## src/rtl/bcd_pkg.sv

```systemverilog
// bcd_pkg: FSM state encodings, digit width and sizing helpers shared by score_bcd_conv.
package bcd_pkg;
  localparam int DIG_W = 4;
  typedef enum logic [1:0] {IDLE = 2'd0, SHIFT = 2'd1, DONE = 2'd2} state_e;
  function automatic int dec_digits(input int bits);
    longint p = 1;
    int d = 0;
    while (p < (longint'(1) << bits)) begin
      p = p * 10;
      d++;
    end
    return d;
  endfunction
  function automatic longint pow10(input int n);
    longint p = 1;
    for (int i = 0; i < n; i++) p = p * 10;
    return p;
  endfunction
endpackage

```

## src/rtl/bcd_add3.sv

```systemverilog
// bcd_add3: double-dabble nibble correction, adds 3 when the digit is 5 or more.
module bcd_add3
  import bcd_pkg::*;
(
  input  logic [DIG_W-1:0] nib_in,
  output logic [DIG_W-1:0] nib_out
);
  always_comb nib_out = (nib_in >= DIG_W'(5)) ? nib_in + DIG_W'(3) : nib_in;
endmodule

```

## src/rtl/score_bcd_conv.sv

```systemverilog
// score_bcd_conv: sequential double-dabble binary-to-BCD converter for score digits.
// Define SCORE_BCD_CLAMP_EN to saturate out-of-range inputs to all 9s instead of wrapping.
module score_bcd_conv
  import bcd_pkg::*;
#(
  parameter int BIN_W  = 14,
  parameter int DIGITS = 4
) (
  input  logic                    clk,
  input  logic                    rst,
  input  logic                    start,
  input  logic [BIN_W-1:0]        bin_in,
  output logic                    busy,
  output logic                    done,
  output logic [4*DIGITS-1:0]     digit_out
);
  localparam int ACC_D = (dec_digits(BIN_W) > DIGITS) ? dec_digits(BIN_W) : DIGITS;
  localparam int ACC_W = ACC_D * DIG_W;
  localparam int OUT_W = DIGITS * DIG_W;
  localparam int CNT_W = $clog2(BIN_W + 1);
  state_e                 state_q, state_d;
  logic [BIN_W-1:0]       sr_q, sr_d, load_val;
  logic [ACC_W-1:0]       acc_q, acc_d, acc_adj;
  logic [CNT_W-1:0]       cnt_q, cnt_d;
  logic [OUT_W-1:0]       dout_q, dout_d;
  logic [ACC_W+BIN_W-1:0] shifted;
  for (genvar g = 0; g < ACC_D; g++) begin : g_add3
    bcd_add3 u_add3 (
      .nib_in (acc_q[g*DIG_W +: DIG_W]),
      .nib_out(acc_adj[g*DIG_W +: DIG_W])
    );
  end
`ifdef SCORE_BCD_CLAMP_EN
  localparam longint MAX_V = pow10(DIGITS) - 1;
  always_comb load_val = (64'(bin_in) > MAX_V) ? BIN_W'(MAX_V) : bin_in;
`else
  always_comb load_val = bin_in;
`endif
  // digit_out only moves on the final step, so a frame never sees a partial result
  always_comb begin
    shifted = {acc_adj, sr_q} << 1;
    state_d = state_q;
    sr_d    = sr_q;
    acc_d   = acc_q;
    cnt_d   = cnt_q;
    dout_d  = dout_q;
    if (state_q == SHIFT) begin
      {acc_d, sr_d} = shifted;
      cnt_d = cnt_q + CNT_W'(1);
      if (cnt_q == CNT_W'(BIN_W - 1)) begin
        state_d = DONE;
        dout_d  = shifted[BIN_W +: OUT_W];
      end
    end else if (start) begin
      sr_d    = load_val;
      acc_d   = '0;
      cnt_d   = '0;
      state_d = SHIFT;
    end else begin
      state_d = IDLE;
    end
  end
  always_ff @(posedge clk or posedge rst) begin
    if (rst) begin
      state_q <= IDLE;
      sr_q    <= '0;
      acc_q   <= '0;
      cnt_q   <= '0;
      dout_q  <= '0;
    end else begin
      state_q <= state_d;
      sr_q    <= sr_d;
      acc_q   <= acc_d;
      cnt_q   <= cnt_d;
      dout_q  <= dout_d;
    end
  end
  always_comb begin
    busy      = (state_q == SHIFT);
    done      = (state_q == DONE);
    digit_out = dout_q;
  end
endmodule
```

## config.mk

```make
export PLATFORM = sky130hd
export DESIGN_NAME = score_bcd_conv
export DESIGN_NICKNAME = d
export VERILOG_FILES = /design/src/rtl/bcd_pkg.sv /design/src/rtl/bcd_add3.sv /design/src/rtl/score_bcd_conv.sv
export SDC_FILE = /design/constraint.sdc
export NUM_CORES = 1
export LEC_CHECK = 0
export ABC_AREA = 1
export CAP_MARGIN = 20
export CORE_MARGIN = 2
export CORE_UTILIZATION = 45
export CTS_CLUSTER_SIZE = 16
export DETAILED_ROUTE_END_ITERATION = 7
export PLACE_DENSITY = 0.68
export SYNTH_ARGS = -nofsm -noshare
export SYNTH_HDL_FRONTEND = slang
export SYNTH_SLANG_ARGS = --single-unit
```

## constraint.sdc

```tcl
create_clock -name clk -period 2.4 [get_ports clk]
set_clock_uncertainty 0.05 [all_clocks]
set_input_delay 0.48 -clock clk [delete_from_list [all_inputs] [get_ports clk]]
set_output_delay 0.48 -clock clk [all_outputs]
set_load 0.01 [all_outputs]
```

Word-level counts from Yosys, hierarchy flattened:

Index checks and enable logic that the tools add are counted.

* add/subtract/negate cells: 6
* order comparisons: 5
* eq/ne operators: 4
* muxes and demuxes: 14
* reduce and logical (&&, ||, !) cells: 2

Operator list (count)
* $mux W20: 2
* $mux W14: 2
* $mux W4: 6
* $ge A4 B3 Y1 const B: 5
* $add A4 B2 Y4 const B: 4
* $add A4 B1 Y4 const B: 1
* $eq A4 B4 Y1 const B: 1
* $mux W2: 2
* $add A3 B2 Y3 const B: 1
* $mux W3: 1
* $eq A2 B1 Y1 const B: 1
* $eq A2 B2 Y1 const B: 1
* $ne A2 B1 Y1 const B: 1
* $reduce_and A2 Y1: 1
* $reduce_bool A2 Y1: 1
* $mux W1: 1

* register bits: 56

Longest topological paths before layout:

* word-level depth: 3
* depth in mapped cells: 9

By module:

A second synthesis with hierarchy kept.

* cells, all modules: 338
* area, all modules: 2717.6 um^2

By module, submodules not included
* score_bcd_conv: times used 1, cells each 246, area an instance 2177.1 um^2, seq. area each 1301.2 um^2
* bcd_add3: times used 4, cells each 23, area an instance 135.1 um^2, seq. area each 0.0 um^2

Worst setup path before layout:

No wires, ideal clock.

* kind: reg2out
* start point: reg state_q[1]
* end point: out busy
* arrival time: 0.874 ns
* required time: 1.870 ns
* path slack: 0.996 ns
* cell stages (with the launch flop): 6
* path buffers: 2
* cell sequence: dfrtp_1 > inv_2 > nand2_2 > buf_6 > inv_2 > buf_4

* cells in the longest elaborated chain, start to end: 1

RTL lines
* start: declaration: line score_bcd_conv.sv:21 `state_e state_q, state_d;`
* start signal: assignment: line score_bcd_conv.sv:71 `state_q <= state_d;`
* $eq A2 B1 Y1: line score_bcd_conv.sv:79 `busy = (state_q == SHIFT);`
* end: declaration: line score_bcd_conv.sv:13 `output logic busy,`

Every way passes these cells.

Worst setup path in the final report:

Ends and elaborated chain as after synthesis.

==> impl_metrics.ini <==
[critical_path]
reg2reg_depth = 7
r2r_end = digit_out[11]$_DFFE_PP0P_
crit_path_frequent_cell = inv_2
slowest_stage = clkdlybuf4s50_1
cp_max_fo = 11
r2r_slack_ns = 0.78
setup.worst_path.end_class = output pin
critPathArrivalTime_ns = 1.59
cp-start-kind = flip-flop
crit_chain = inv_2, nand2_2, inv_2, clkdlybuf4s50_1
critPathMaxStageDelay_ns = 0.53
critPathKind = reg2out
r2r_start = cnt_q[1]$_DFFE_PP0P_
cp.required_ns = 1.87

[route]
wl_met2_mm = 2.211
routed.top_layer = met4
postRouteAntennaNets = 0
drt_iter0_drc = 109
met3WireLength_um = 190
vias = 2063
drc = 0
drt-total-wl_mm = 4.831
via_per_inst = 4.995
wl_per_cell_um = 11.70
wl_met1_mm = 2.356
drt_pass1_iterations = 4

[logic_synthesis]
synthTopCellsByCount = nand2_1, dfrtp_1, nand3_1
synthCells = 306
synthFlopType = dfrtp_1
synth_edf_count = 0
synth.avg_cell_area_um2 = 8.288
synth_most_common_cell = nand2_1
yosys-top-cells-area = dfrtp_1, nand2_1, nand3_1
synth_area_um2 = 2536
ys_seq_area_frac = 0.5131
postSynth.asyncResetShare = 1.000
synth_top_area_share = 0.5131
synth_largest_area_cell = dfrtp_1
syn_nets = 333
ys_seq_elements = 52
ys_types = 19
yosys_warnings = 0

[finish]
synthToLayoutAreaGrowth_pct = 19.24
antennaDiodeCount = 0
fillers = 519
drive_gt1_frac = 0.07331
stdcell_area_um2 = 3024
multi_input_area_um2 = 1052
fin_nets = 367
seq_area_um2 = 1301
fin_cells = 413

[clock_network]
ctsHoldBuffers = 0
cts_sinks = 52
post_cts_buffers = 0
cts-buffers-inserted = 5
cts_buffer_depth = 2
cts_resized = 0
clk_latency_ns = 0.31
clkSlewWorstSetupHoldPaths_ns = 0.09
cts_tree = done
cts.htree.levels = 2
clock-root-buffer = clkbuf_8

[floorplanning]
core_area_um2 = 5473
die_w_um = 79.08
die_y_um = 79.08
die_area_um2 = 6253
ioPinCount = 35
start_util = 0.4634
placementRows = 27

[sta]
max_clock_freq_mhz = 471.5
slew_violations = 0
worst_slew_pin_slew_ns = 0.4175
finalSetupViolCount = 0
slew_headroom = 0.7213
period_minus_slack_ns = 2.121
rsz0062_at_grt = no
hold_ws_ns = 0.4246
fin_tns_setup_ns = 0
fin_crit_sh = 0.8837
hold_viol = 0

[flow_run]
cap_violations = 0

[grt]
track_usage = 0.1774
antenna_found_initial = 0
grt_max_degree = 53
grt_pass1_vias = 1967
overflow = 0
grt_pass1_wl_mm = 8.852

[min_path]
worstHoldPathType = reg2reg
whs_path_depth = 2
worstHoldEndpoint = sr_q[0]$_DFFE_PP0P_
hp-start = sr_q[0]$_DFFE_PP0P_

[outcome]
outcome = finished clean

[pwr]
p_per_area_nw_per_um2 = 1360
leakage_uw = 0.001511
ir_drop_mv = 0.5202

[placement]
post-place-cells = 405
gp_congestion = 0.8493
portBuffers = 34
dp_hpwl_mm = 3.393
postPlaceCellArea_um2 = 2917
[worst max-delay path: cells and delay by family, from the launching register on]
| kind | cells | cell delay, ns |
|---|---|---|
| buf+inv | 3 | 0.71 |
| flops | 1 | 0.38 |
| simple gates | 1 | 0.19 |
[final cells by class]
cell class	instances	area share
multi-input combinational	217	0.3480
tap	72	0.02979
clock buffer	6	0.02400
timing repair buffer	36	0.1216
sequential	52	0.4303
inverter	28	0.03475
clock inverter	2	0.01158
[worst max-delay path by stage]
stage                            from                   end  slack, ns
6_report       state_q[1]$_DFFE_PP0P_                  busy       0.28
5_1_grt        state_q[1]$_DFFE_PP0P_                  busy       0.21
4_1_cts        state_q[1]$_DFFE_PP0P_                  busy       0.27
3_5_place_dp                    start   sr_q[5]$_DFFE_PP0P_       0.56
3_3_place_gp                    start  acc_q[5]$_DFFE_PP0P_       0.60
2_1_floorplan                     rst  acc_q[0]$_DFFE_PP0P_       0.61
[layer usage]
layer	GRT usage	vias up
met2	0.2924	42
met4	0.05862	0
met5	0	-
li1	-	1052
met1	0.2337	960
met3	0.03750	9
[metrics by stage]
stage,power (uW),worst slack [ns],util
finish,4113,0.2792,0.5526
global route,4535,0.2076,0.5526
global placement,3484,0.6039,0.5329
detailed placement,3551,0.5569,0.5329
floorplan,2958,0.6121,-
CTS,4148,0.2717,0.5526
[cells by family (layout without fill, tap and decap cells)]
| kind of cell | count (synthesis) | after routing | synth area share |
|---|---|---|---|
| flip-flops | 52 | 52 | 0.5131 |
| AND/OR/NAND/NOR | 185 | 185 | 0.3128 |
| buffers and inverters | 37 | 72 | 0.07203 |
| AO/OA/AOI/OAI | 22 | 22 | 0.05278 |
| adder cells (fa/ha/maj) | 10 | 10 | 0.04933 |
[power breakdown]
part           total (uW)  internal (uW)  switching [uW]
sequential           1550           1280             270
combinational        1970            805            1160
clock                 596            310             286
total                4110           2390            1720
[registers in the layout, summed over array words and instances (netlist names)]
name	flops
digit_out	16
acc_q	16
state_q	2
sr_q	14
cnt_q	4
[placed cells by master, fill, tap and decap left out]
| cell type | Yosys | final |
|---|---|---|
| nand3_2 | 1 | 1 |
| bufinv_16 | 0 | 1 |
| nand4_1 | 6 | 6 |
| buf_4 | 3 | 1 |
| nand3_1 | 43 | 43 |
| buf_12 | 0 | 1 |
| nor2_1 | 8 | 8 |
| a21oi_1 | 3 | 3 |
| o21ai_0 | 9 | 9 |
| nand2_2 | 3 | 3 |
| ha_1 | 10 | 10 |
| clkbuf_1 | 0 | 1 |
| clkbuf_8 | 0 | 5 |
| inv_2 | 6 | 7 |
| o211ai_1 | 1 | 1 |
| nor2_8 | 1 | 1 |
| o21ai_2 | 4 | 4 |
| inv_1 | 22 | 21 |
| dfrtp_1 | 52 | 52 |
| o22ai_1 | 5 | 5 |
| clkdlybuf4s50_1 | 0 | 34 |
| nand2_1 | 123 | 123 |
| clkinv_2 | 0 | 1 |
No activity file was read; power rests on OpenSTA's default activity.
